### src/rtl/sel_arb_pkg.sv
// Shared constants and state type for the round-robin select arbiter.
// Latency: n/a (declarations only).
// Backpressure: n/a.
package sel_arb_pkg;

  localparam int NUM_REQ = 8;
  localparam int SEL_W   = 3;

  typedef enum logic [1:0] {
    IDLE  = 2'd0,
    SETUP = 2'd1,
    GRANT = 2'd2,
    GUARD = 2'd3
  } arb_state_t;

endpackage

### src/rtl/sel_rr_arbiter_if.sv
// Request/select bundle between requesters, the arbiter and the board selects.
// Latency: n/a (wiring only).
// Backpressure: none; requesters hold req high for as long as they own the bus.
//
// Signals:
//   req     requester -> arbiter, request levels
//   sel     arbiter -> board, encoded owner index
//   sel_en  arbiter -> board, high while y_n[sel] is low
//   y_n     arbiter -> board, active-low one-hot selects
//   busy    arbiter -> requesters, arbiter not idle
//   timeout arbiter -> requesters, one-cycle watchdog release pulse
// Modports: master = arbiter side, slave = requester/board side.
interface sel_rr_arbiter_if;
  import sel_arb_pkg::*;

  logic [NUM_REQ-1:0] req;
  logic [SEL_W-1:0]   sel;
  logic               sel_en;
  logic [NUM_REQ-1:0] y_n;
  logic               busy;
  logic               timeout;

  modport master (
    input  req,
    output sel,
    output sel_en,
    output y_n,
    output busy,
    output timeout
  );

  modport slave (
    output req,
    input  sel,
    input  sel_en,
    input  y_n,
    input  busy,
    input  timeout
  );

endinterface

### src/rtl/part_74S138.sv
// Behavioural model of the 74S138 3-to-8 decoder with active-low outputs.
// Latency: combinational.
// Backpressure: none.
//
// Ports:
//   a,b,c      in  1  select address (a = LSB)
//   g1         in  1  active-high enable
//   g2a_n      in  1  active-low enable
//   g2b_n      in  1  active-low enable
//   y_n        out 8  decoded outputs, all high unless fully enabled
module part_74S138 (
  input  logic       a,
  input  logic       b,
  input  logic       c,
  input  logic       g1,
  input  logic       g2a_n,
  input  logic       g2b_n,
  output logic [7:0] y_n
);

  logic       en;
  logic [2:0] addr;

  assign en   = g1 & ~g2a_n & ~g2b_n;
  assign addr = {c, b, a};
  assign y_n  = en ? ~(8'b1 << addr) : 8'hFF;

endmodule

### src/rtl/rr_pick8.sv
// Rotating-priority picker: first eligible request after 'last', wrapping mod 8.
// Latency: combinational.
// Backpressure: none.
//
// Ports:
//   req  in  8  request levels
//   mask in  8  requesters excluded from this search
//   last in  3  previous owner; search starts at last+1
//   idx  out 3  chosen index (only meaningful when any=1)
//   any  out 1  at least one eligible request
module rr_pick8
  import sel_arb_pkg::*;
(
  input  logic [NUM_REQ-1:0] req,
  input  logic [NUM_REQ-1:0] mask,
  input  logic [SEL_W-1:0]   last,
  output logic [SEL_W-1:0]   idx,
  output logic               any
);

  logic [NUM_REQ-1:0] cand;

  assign cand = req & ~mask;
  assign any  = |cand;

  // Walk from lowest priority (last itself, k=8) up to highest (last+1) so
  // the final overwrite leaves the highest-priority hit.  The 3-bit add
  // wraps naturally, giving the mod-8 search order.
  always_comb begin
    logic [SEL_W-1:0] pos;
    idx = last;
    pos = last;
    for (int k = NUM_REQ; k >= 1; k--) begin
      pos = last + SEL_W'(k);
      if (cand[pos]) begin
        idx = pos;
      end
    end
  end

endmodule

### src/rtl/sel_rr_arbiter.sv
// Round-robin arbiter sharing one 3-to-8 select decoder among 8 requesters.
// Latency: request sampled in IDLE -> SETUP -> GRANT (y_n low) two edges later.
// Backpressure: owner keeps req high to hold; release/abort insert GUARD_CYCLES of all-high selects.
//
// Ports:
//   clk      in  1  system clock
//   reset_n  in  1  asynchronous active-low reset
//   bus      sel_rr_arbiter_if.master (req in; sel, sel_en, y_n, busy, timeout out)
// Parameters: GUARD_CYCLES (>=1), TO_WIDTH, HOLD_MAX (< 2**TO_WIDTH).
// Optional macro SEL_TIMEOUT_EN: hold-time watchdog with per-requester lockout.
module sel_rr_arbiter
  import sel_arb_pkg::*;
#(
  parameter int GUARD_CYCLES = 1,
  parameter int TO_WIDTH     = 8,
  parameter int HOLD_MAX     = 200
) (
  input  logic              clk,
  input  logic              reset_n,
  sel_rr_arbiter_if.master  bus
);

  localparam int GW = (GUARD_CYCLES > 1) ? $clog2(GUARD_CYCLES) : 1;

  // Parameter sanity: an illegal combination elaborates this marker block,
  // which shows up in the hierarchy of any build that gets it wrong.
  if (GUARD_CYCLES < 1 || HOLD_MAX < 1 || HOLD_MAX >= (1 << TO_WIDTH)) begin : g_bad_params
  end

  arb_state_t         state_q, state_d;
  logic [SEL_W-1:0]   sel_q,   sel_d;
  logic [SEL_W-1:0]   last_q,  last_d;
  logic [GW-1:0]      guard_q, guard_d;
  logic [NUM_REQ-1:0] mask;
  logic [SEL_W-1:0]   pick_idx;
  logic               pick_any;
  logic               sel_en;

`ifdef SEL_TIMEOUT_EN
  logic [TO_WIDTH-1:0] wd_q,   wd_d;
  logic [NUM_REQ-1:0]  lock_q, lock_d;
  logic                to_q,   to_d;

  assign mask = lock_q;
`else
  assign mask = '0;
`endif

  rr_pick8 u_pick (
    .req  (bus.req),
    .mask (mask),
    .last (last_q),
    .idx  (pick_idx),
    .any  (pick_any)
  );

  // State register.  Everything the outputs depend on is here, so an async
  // reset drops the selects immediately.
  always_ff @(posedge clk or negedge reset_n) begin
    if (!reset_n) begin
      state_q <= IDLE;
      sel_q   <= '0;
      last_q  <= SEL_W'(NUM_REQ - 1);
      guard_q <= '0;
`ifdef SEL_TIMEOUT_EN
      wd_q    <= '0;
      lock_q  <= '0;
      to_q    <= 1'b0;
`endif
    end else begin
      state_q <= state_d;
      sel_q   <= sel_d;
      last_q  <= last_d;
      guard_q <= guard_d;
`ifdef SEL_TIMEOUT_EN
      wd_q    <= wd_d;
      lock_q  <= lock_d;
      to_q    <= to_d;
`endif
    end
  end

  // Next-state logic.  Every way into GUARD records the owner as 'last' so
  // the next search starts just after it, even for an aborted SETUP.
  always_comb begin
    state_d = state_q;
    sel_d   = sel_q;
    last_d  = last_q;
    guard_d = guard_q;
`ifdef SEL_TIMEOUT_EN
    wd_d    = wd_q;
    lock_d  = lock_q & bus.req;  // lockout lifts once the requester lets go
    to_d    = 1'b0;
`endif

    case (state_q)
      IDLE: begin
        if (pick_any) begin
          sel_d   = pick_idx;
          state_d = SETUP;
        end
      end

      SETUP: begin
        if (bus.req[sel_q]) begin
          state_d = GRANT;
`ifdef SEL_TIMEOUT_EN
          wd_d    = '0;
`endif
        end else begin
          state_d = GUARD;
          guard_d = '0;
          last_d  = sel_q;
        end
      end

      GRANT: begin
        if (!bus.req[sel_q]) begin
          state_d = GUARD;
          guard_d = '0;
          last_d  = sel_q;
        end
`ifdef SEL_TIMEOUT_EN
        else if (wd_q == TO_WIDTH'(HOLD_MAX - 1)) begin
          // Owner overstayed: force release and keep it out of the search
          // until it drops its request.
          state_d        = GUARD;
          guard_d        = '0;
          last_d         = sel_q;
          to_d           = 1'b1;
          lock_d[sel_q]  = 1'b1;
        end else begin
          wd_d = wd_q + TO_WIDTH'(1);
        end
`endif
      end

      GUARD: begin
        if (guard_q == GW'(GUARD_CYCLES - 1)) begin
          state_d = IDLE;
        end else begin
          guard_d = guard_q + GW'(1);
        end
      end

      default: state_d = IDLE;
    endcase
  end

  assign sel_en   = (state_q == GRANT);
  assign bus.sel    = sel_q;
  assign bus.sel_en = sel_en;
  assign bus.busy   = (state_q != IDLE);
`ifdef SEL_TIMEOUT_EN
  assign bus.timeout = to_q;
`else
  assign bus.timeout = 1'b0;
`endif

  // Address lines come straight from the registered owner and only the
  // G1 enable toggles, so no decoder output can glitch low.
  part_74S138 u_dec (
    .a     (sel_q[0]),
    .b     (sel_q[1]),
    .c     (sel_q[2]),
    .g1    (sel_en),
    .g2a_n (1'b0),
    .g2b_n (1'b0),
    .y_n   (bus.y_n)
  );

endmodule

### src/flat_wrapper.sv
// flat-port wrapper written by rule: the top's interface ports become plain ports
module sel_rr_arbiter_flat import sel_arb_pkg::*;
#(
  parameter int GUARD_CYCLES = 1,
  parameter int TO_WIDTH     = 8,
  parameter int HOLD_MAX     = 200
)
  (clk, reset_n, bus_req, bus_sel, bus_sel_en, bus_y_n, bus_busy, bus_timeout);
  sel_rr_arbiter_if bus_i ();
  input  logic clk;
  input  logic reset_n;
  input wire logic [$bits(bus_i.req)-1:0] bus_req;
  output wire logic [$bits(bus_i.sel)-1:0] bus_sel;
  output wire logic [$bits(bus_i.sel_en)-1:0] bus_sel_en;
  output wire logic [$bits(bus_i.y_n)-1:0] bus_y_n;
  output wire logic [$bits(bus_i.busy)-1:0] bus_busy;
  output wire logic [$bits(bus_i.timeout)-1:0] bus_timeout;
  assign bus_i.req = bus_req;
  assign bus_sel = bus_i.sel;
  assign bus_sel_en = bus_i.sel_en;
  assign bus_y_n = bus_i.y_n;
  assign bus_busy = bus_i.busy;
  assign bus_timeout = bus_i.timeout;
  sel_rr_arbiter #(.GUARD_CYCLES(GUARD_CYCLES), .TO_WIDTH(TO_WIDTH), .HOLD_MAX(HOLD_MAX)) u_core (.clk(clk), .reset_n(reset_n), .bus(bus_i));
endmodule
### config.mk
export PLATFORM = sky130hd
export DESIGN_NAME = sel_rr_arbiter_flat
export DESIGN_NICKNAME = d
export VERILOG_FILES = /design/src/rtl/sel_arb_pkg.sv /design/src/rtl/sel_rr_arbiter_if.sv /design/src/rtl/part_74S138.sv /design/src/rtl/rr_pick8.sv /design/src/rtl/sel_rr_arbiter.sv /design/src/flat_wrapper.sv
export SDC_FILE = /design/constraint.sdc
export NUM_CORES = 1
export LEC_CHECK = 0
export CAP_MARGIN = 40
export CORE_ASPECT_RATIO = 1.1
export CORE_MARGIN = 4
export CORE_UTILIZATION = 54
export CTS_BUF_LIST = sky130_fd_sc_hd__clkbuf_8
export DETAILED_ROUTE_END_ITERATION = 16
export GPL_ROUTABILITY_DRIVEN = 1
export HOLD_SLACK_MARGIN = 0.06
export PLACE_DENSITY = 0.84
export SLEW_MARGIN = 10
export SYNTH_ARGS = -nofsm -noshare
export SYNTH_HDL_FRONTEND = slang
export SYNTH_SLANG_ARGS = --single-unit
### constraint.sdc
create_clock -name clk -period 3.5 [get_ports clk]
set_input_delay 0.7 -clock clk [delete_from_list [all_inputs] [get_ports clk]]
set_output_delay 0.7 -clock clk [all_outputs]
set_load 0.02 [all_outputs]
# Word level (Yosys, flattened, before mapping)
# Index checks and enable logic that the tools add are counted.
# W data, S select, Z words.
[totals]
ram_bits = 0
out_inout_bits = 14
word_cells = 71
inputBits = 10
mem_count = 0
latchBits = 0
reg_bits = 9
mem_bits_ro = 0
[classes]
n_lt_le_gt_ge = 8
shifts = 1
n_mux = 32
eq_ne = 7
bitwise = 2
n_reduce_logical = 9
multipliers = 0
n_addsub = 8
n_div = 0
[ops]
columns = ["operator", "n"]
rows = [
  ["$lt A3 B4 Y1 const B", 8],
  ["$bmux W1 S3", 8],
  ["$mux W3", 7],
  ["$add A3 B3 Y3 const B", 4],
  ["$mux W1", 11],
  ["$mux W8", 1],
  ["$not A8 Y8", 1],
  ["$pmux W2 S4", 1],
  ["$reduce_or A8 Y1", 1],
  ["$shl A1 B3 Y8 const A", 1],
  ["$add A3 B2 Y3 const B", 2],
  ["$mux W2", 3],
  ["$ne A2 B2 Y1 const B", 3],
  ["$reduce_and A2 Y1", 3],
  ["$eq A2 B2 Y1 const B", 2],
  ["$reduce_bool A2 Y1", 2],
  ["$add A3 B1 Y3 const B", 1],
  ["$reduce_and A3 Y1", 1],
  ["$eq A2 B1 Y1 const B", 1],
  ["$logic_not A2 Y1", 1],
  ["$ne A2 B1 Y1 const B", 1],
  ["$pmux W1 S2", 1],
  ["$reduce_or A2 Y1", 1],
  ["$add A1 B1 Y1 const B", 1],
  ["$not A1 Y1", 1],
]

# Logic depth before layout (Yosys ltp)
[depth]
word_depth = 10
depth_mapped = 10
ltp_nobuf = 7

# Modules after synthesis
# Synthesis repeated with hierarchy kept, for this count alone.
[hier_totals]
cells_unflattened = 155
area_unflattened_um2 = 1512.7
[by_module_without_submodules]
columns = ["mod", "n_inst", "area_per_inst_um2", "cells_each", "seq_area_each_um2"]
rows = [
  ["rr_pick8", 1, 905.9, 101, 0.0],
  ["sel_rr_arbiter", 1, 516.7, 40, 203.9],
  ["part_74S138", 1, 90.1, 14, 0.0],
]

# Worst setup path after synthesis
# Ideal clock, no wire load.
[synth_timing]
kind = "reg2reg"
start = "register u_core.last_q[1]"
end = "register u_core.sel_q[1] (netlist: u_core.bus.sel[1])"
path_slack_ps = 254
n_path_buf = 3
synth_period_minus_slack_ps = 3246
stages_incl_launch_ff = 11
setup_time_ps = 137
required_ps = 3363
arrival_ps = 3109
cell_sequence = "dfstp_2 clkbuf_1 clkbuf_1 inv_1 ha_1 buf_2 mux4_2 mux2i_1 or3b_2 a21oi_1 o32ai_1"
[synth_between]
elab_chain_cells = 10
elab_cells_between_ends = 28
classes_between = "7 x add/sub; 21 x mux"
[synth_lines]
columns = ["element", "line", "rtl"]
rows = [
  ["start, declared", "sel_rr_arbiter.sv:32", "logic [SEL_W-1:0] last_q, last_d;"],
  ["start signal, assigned", "sel_rr_arbiter.sv:63", "last_q <= SEL_W'(NUM_REQ - 1);"],
  ["start signal, assigned", "sel_rr_arbiter.sv:73", "last_q <= last_d;"],
  ["$add A3 B3 Y3", "rr_pick8.sv:34", "pos = last + SEL_W'(k);"],
  ["$bmux W1 S3", "rr_pick8.sv:35", "if (cand[pos]) begin"],
  ["$mux W1 (not written as such)", "rr_pick8.sv:35", ""],
  ["$mux W3 (6 in a row)", "rr_pick8.sv:35", ""],
  ["$mux W3 (*)", "rr_pick8.sv:35", ""],
  ["end signal, assigned", "sel_rr_arbiter.sv:72", "sel_q <= sel_d;"],
  ["end, declared", "sel_rr_arbiter.sv:31", "logic [SEL_W-1:0] sel_q, sel_d;"],
]
# Mark *: on every way between the ends. The rest lies on a longest branch, timed or not. The select of a mux whose other input is x is not followed.
# A chain may end at the register's enable or synchronous reset.

# Worst setup path after layout
# Ends and elaborated chain as after synthesis.

==> impl_metrics.ini <==
[timing]
slew_violations = 0
setup_violations = 0
max_freq_mhz = 343
final-hold-violation-count = 0
tns_ns = 0
fin_skew_ns = 0.0106
rsz0062_at_grt = false
period_needed_ns = 2.91
whs_ns = 0.618
period_share_pct = 83.2

[clock_network]
post_cts_resized = 0
post_cts_buffers = 0
clkSlewWorstSetupHoldPaths_ns = 0.05
cts_hold_buf = 0
numCtsBuffers = 3
cts.sinks = 8
cts_max_level = 1
cts_root_buf = clkbuf_8
clk_latency_ns = 0.23
clockBufferDepth = 2
cts_tree = built

[layout]
nets = 176
final_util_pct = 68.6
diodes = 0
syn_to_final_growth_pct = 19.7
drive_above_1_share_pct = 17.5
fin_area_mm2 = 0.00156

[pwr]
p_per_area_mw_per_mm2 = 1130
p_leak_nw = 0.625
ir_drop_mv = 0.775

[synth]
synth.cell_area_mm2 = 0.00130
synthArstFlopShare_pct = 100
synth-edff-count = 0
syn_nets = 158
synth_ff_type = dfrtp_1
synth_seq_cells = 8
ys_warn_count = 0
synth_cell_types = 46
synth_seq_area_share_pct = 15.6
syn-mean-instance-area_um2 = 9.12
syn_inst = 143

[setup_path]
end_kind = flop
r2r-start = u_core.last_q[1]
rrSetupSlack_ns = 0.59
start_kind = flop
worst-setup-path-type = flop to flop
critPathLaunch = u_core.last_q[1]
worstPathRequired_ns = 3.60
crit_fanout = 8
crit_arrival_ns = 3.01

[routing]
ant_nets = 0
first_pass_iters = 4
wl_per_cell_um = 18.1
via_count = 1279
wl_um = 3430
vias_per_cell = 6.73
initialDrtViolationCount = 63
drc = 0

[floorplanning]
dieArea_mm2 = 0.00327
pin_count = 24
initial_core_util_pct = 57.3
row_count = 18
dieHeight_um = 59.5
die_w_um = 54.9
core_mm2 = 0.00227

[placed_design]
dpl_cell_area_mm2 = 0.00152
place_congestion = 0.936
port_buffers = 22
hpwl_um = 2580

[worst_hold_path]
min_path_type = flop to flop
min_from = u_core.state_q[0]

[global_routing]
first_global_vias = 1227
grt_max_degree = 19
grt_pass1_wl_um = 5580
grt_usage_pct = 23.4
grt-ovfl-total = 0
grt_antenna_before_repair = 0

[outcome]
status = finished clean

[run]
drv_cap = 0
cell families (layout without fill, tap and decap cells):
family	count (synthesis)	count (layout)	share of synthesized area, %
buffers and inverters	23	40	8.73
adder cells (fa/ha/maj)	5	5	4.80
other	1	1	0.288
AO/OA/AOI/OAI	35	35	19.8
flip-flops	8	8	15.6
XOR/XNOR	4	4	2.69
multiplexers	27	27	33.0
AND/OR/NAND/NOR	40	40	15.1
synth_stat cells (all sizes together), types with 2 or more instances:
cell type   n  area (um^2)
a21oi       3         15.0
a221o       2         20.0
a221oi      3         26.3
a222oi      2         20.0
a31oi       2         12.5
a32oi       2         17.5
buf         9         61.3
clkbuf      4         15.0
dfrtp       5          125
dfstp       3         78.8
ha          5         62.6
inv        10         37.5
mux2        9          101
mux2i       7         70.1
mux4       11          259
nand2      14         52.6
nand2b      3         18.8
nand3       7         35.0
nor2        6         22.5
nor2b       2         12.5
o21ai       9         45.0
or4         3         22.5
xnor2       2         17.5
xor2        2         17.5
where the power goes:
group | switching, mW | total [mW] | internal, mW
registers | 0.101 | 0.259 | 0.158
clock network | 0.0390 | 0.115 | 0.0762
logic | 0.741 | 1.39 | 0.647
total | 0.881 | 1.76 | 0.882
per-stage QoR:
stage | total power [mW] | instances | worst slack, ns
final | 1.76 | 190 | 0.588
after floorplan | 1.31 | 143 | 0.254
after global placement | 1.61 | 186 | 0.521
after global routing | 1.90 | 190 | 0.462
after CTS | 1.74 | 190 | 0.592
after detailed placement | 1.62 | 186 | 0.507
worst paths after layout:
check | cells after the start | end
worst min-delay path | 1 | u_core.state_q[0]
min in group asynchronous | 1 | u_core.bus.sel[1]
worst min register to register | 1 | u_core.state_q[0]
worst max-delay path | 7 | u_core.bus.sel[1]
max in group asynchronous | 1 | u_core.last_q[0]
worst max register to register | 7 | u_core.bus.sel[1]
registers in the layout, indices dropped and copies added (netlist names):
signal,flops
u_core.state_q,2
u_core.last_q,3
u_core.bus.sel,3
layout by cell type, fill, tap and decap left out, drive strengths merged, types with 3 or more instances in the layout:
master and n:
a21oi 3, a221oi 3, buf 4, clkbuf 3
clkdlybuf4s50 22, dfrtp 5, dfstp 3, ha 5
inv 11, mux2 9, mux2i 7, mux4 11
nand2 14, nand2b 3, nand3 7, nor2 6
o21ai 9, or4 3
routing by layer:
metal,track usage (%),vias up,wire length (um)
li1,-,583,-
met1,32.2,609,1500
met2,35.3,80,1610
met3,5.54,7,272
met4,8.19,0,50
met5,0,-,0
critical path, cell delays in order, from the launching register on:
cell and delay [ns]:
dfstp_2 0.52, inv_1 0.11, ha_1 0.51, mux4_2 0.64
mux2i_1 0.29, or3b_2 0.47, a21oi_1 0.15, o32ai_1 0.10
final cells by class:
class                           count  area, um^2
Multi-Input combinational cell    112         986
Clock buffer                        3        41.3
Sequential cell                     8         204
Clock inverter                      1        3.75
Tap cell                           30        37.5
Timing Repair Buffer               26         250
Fill cell                         180         714
Inverter                           10        37.5
Note: power is estimated with default switching activity, not from simulation.
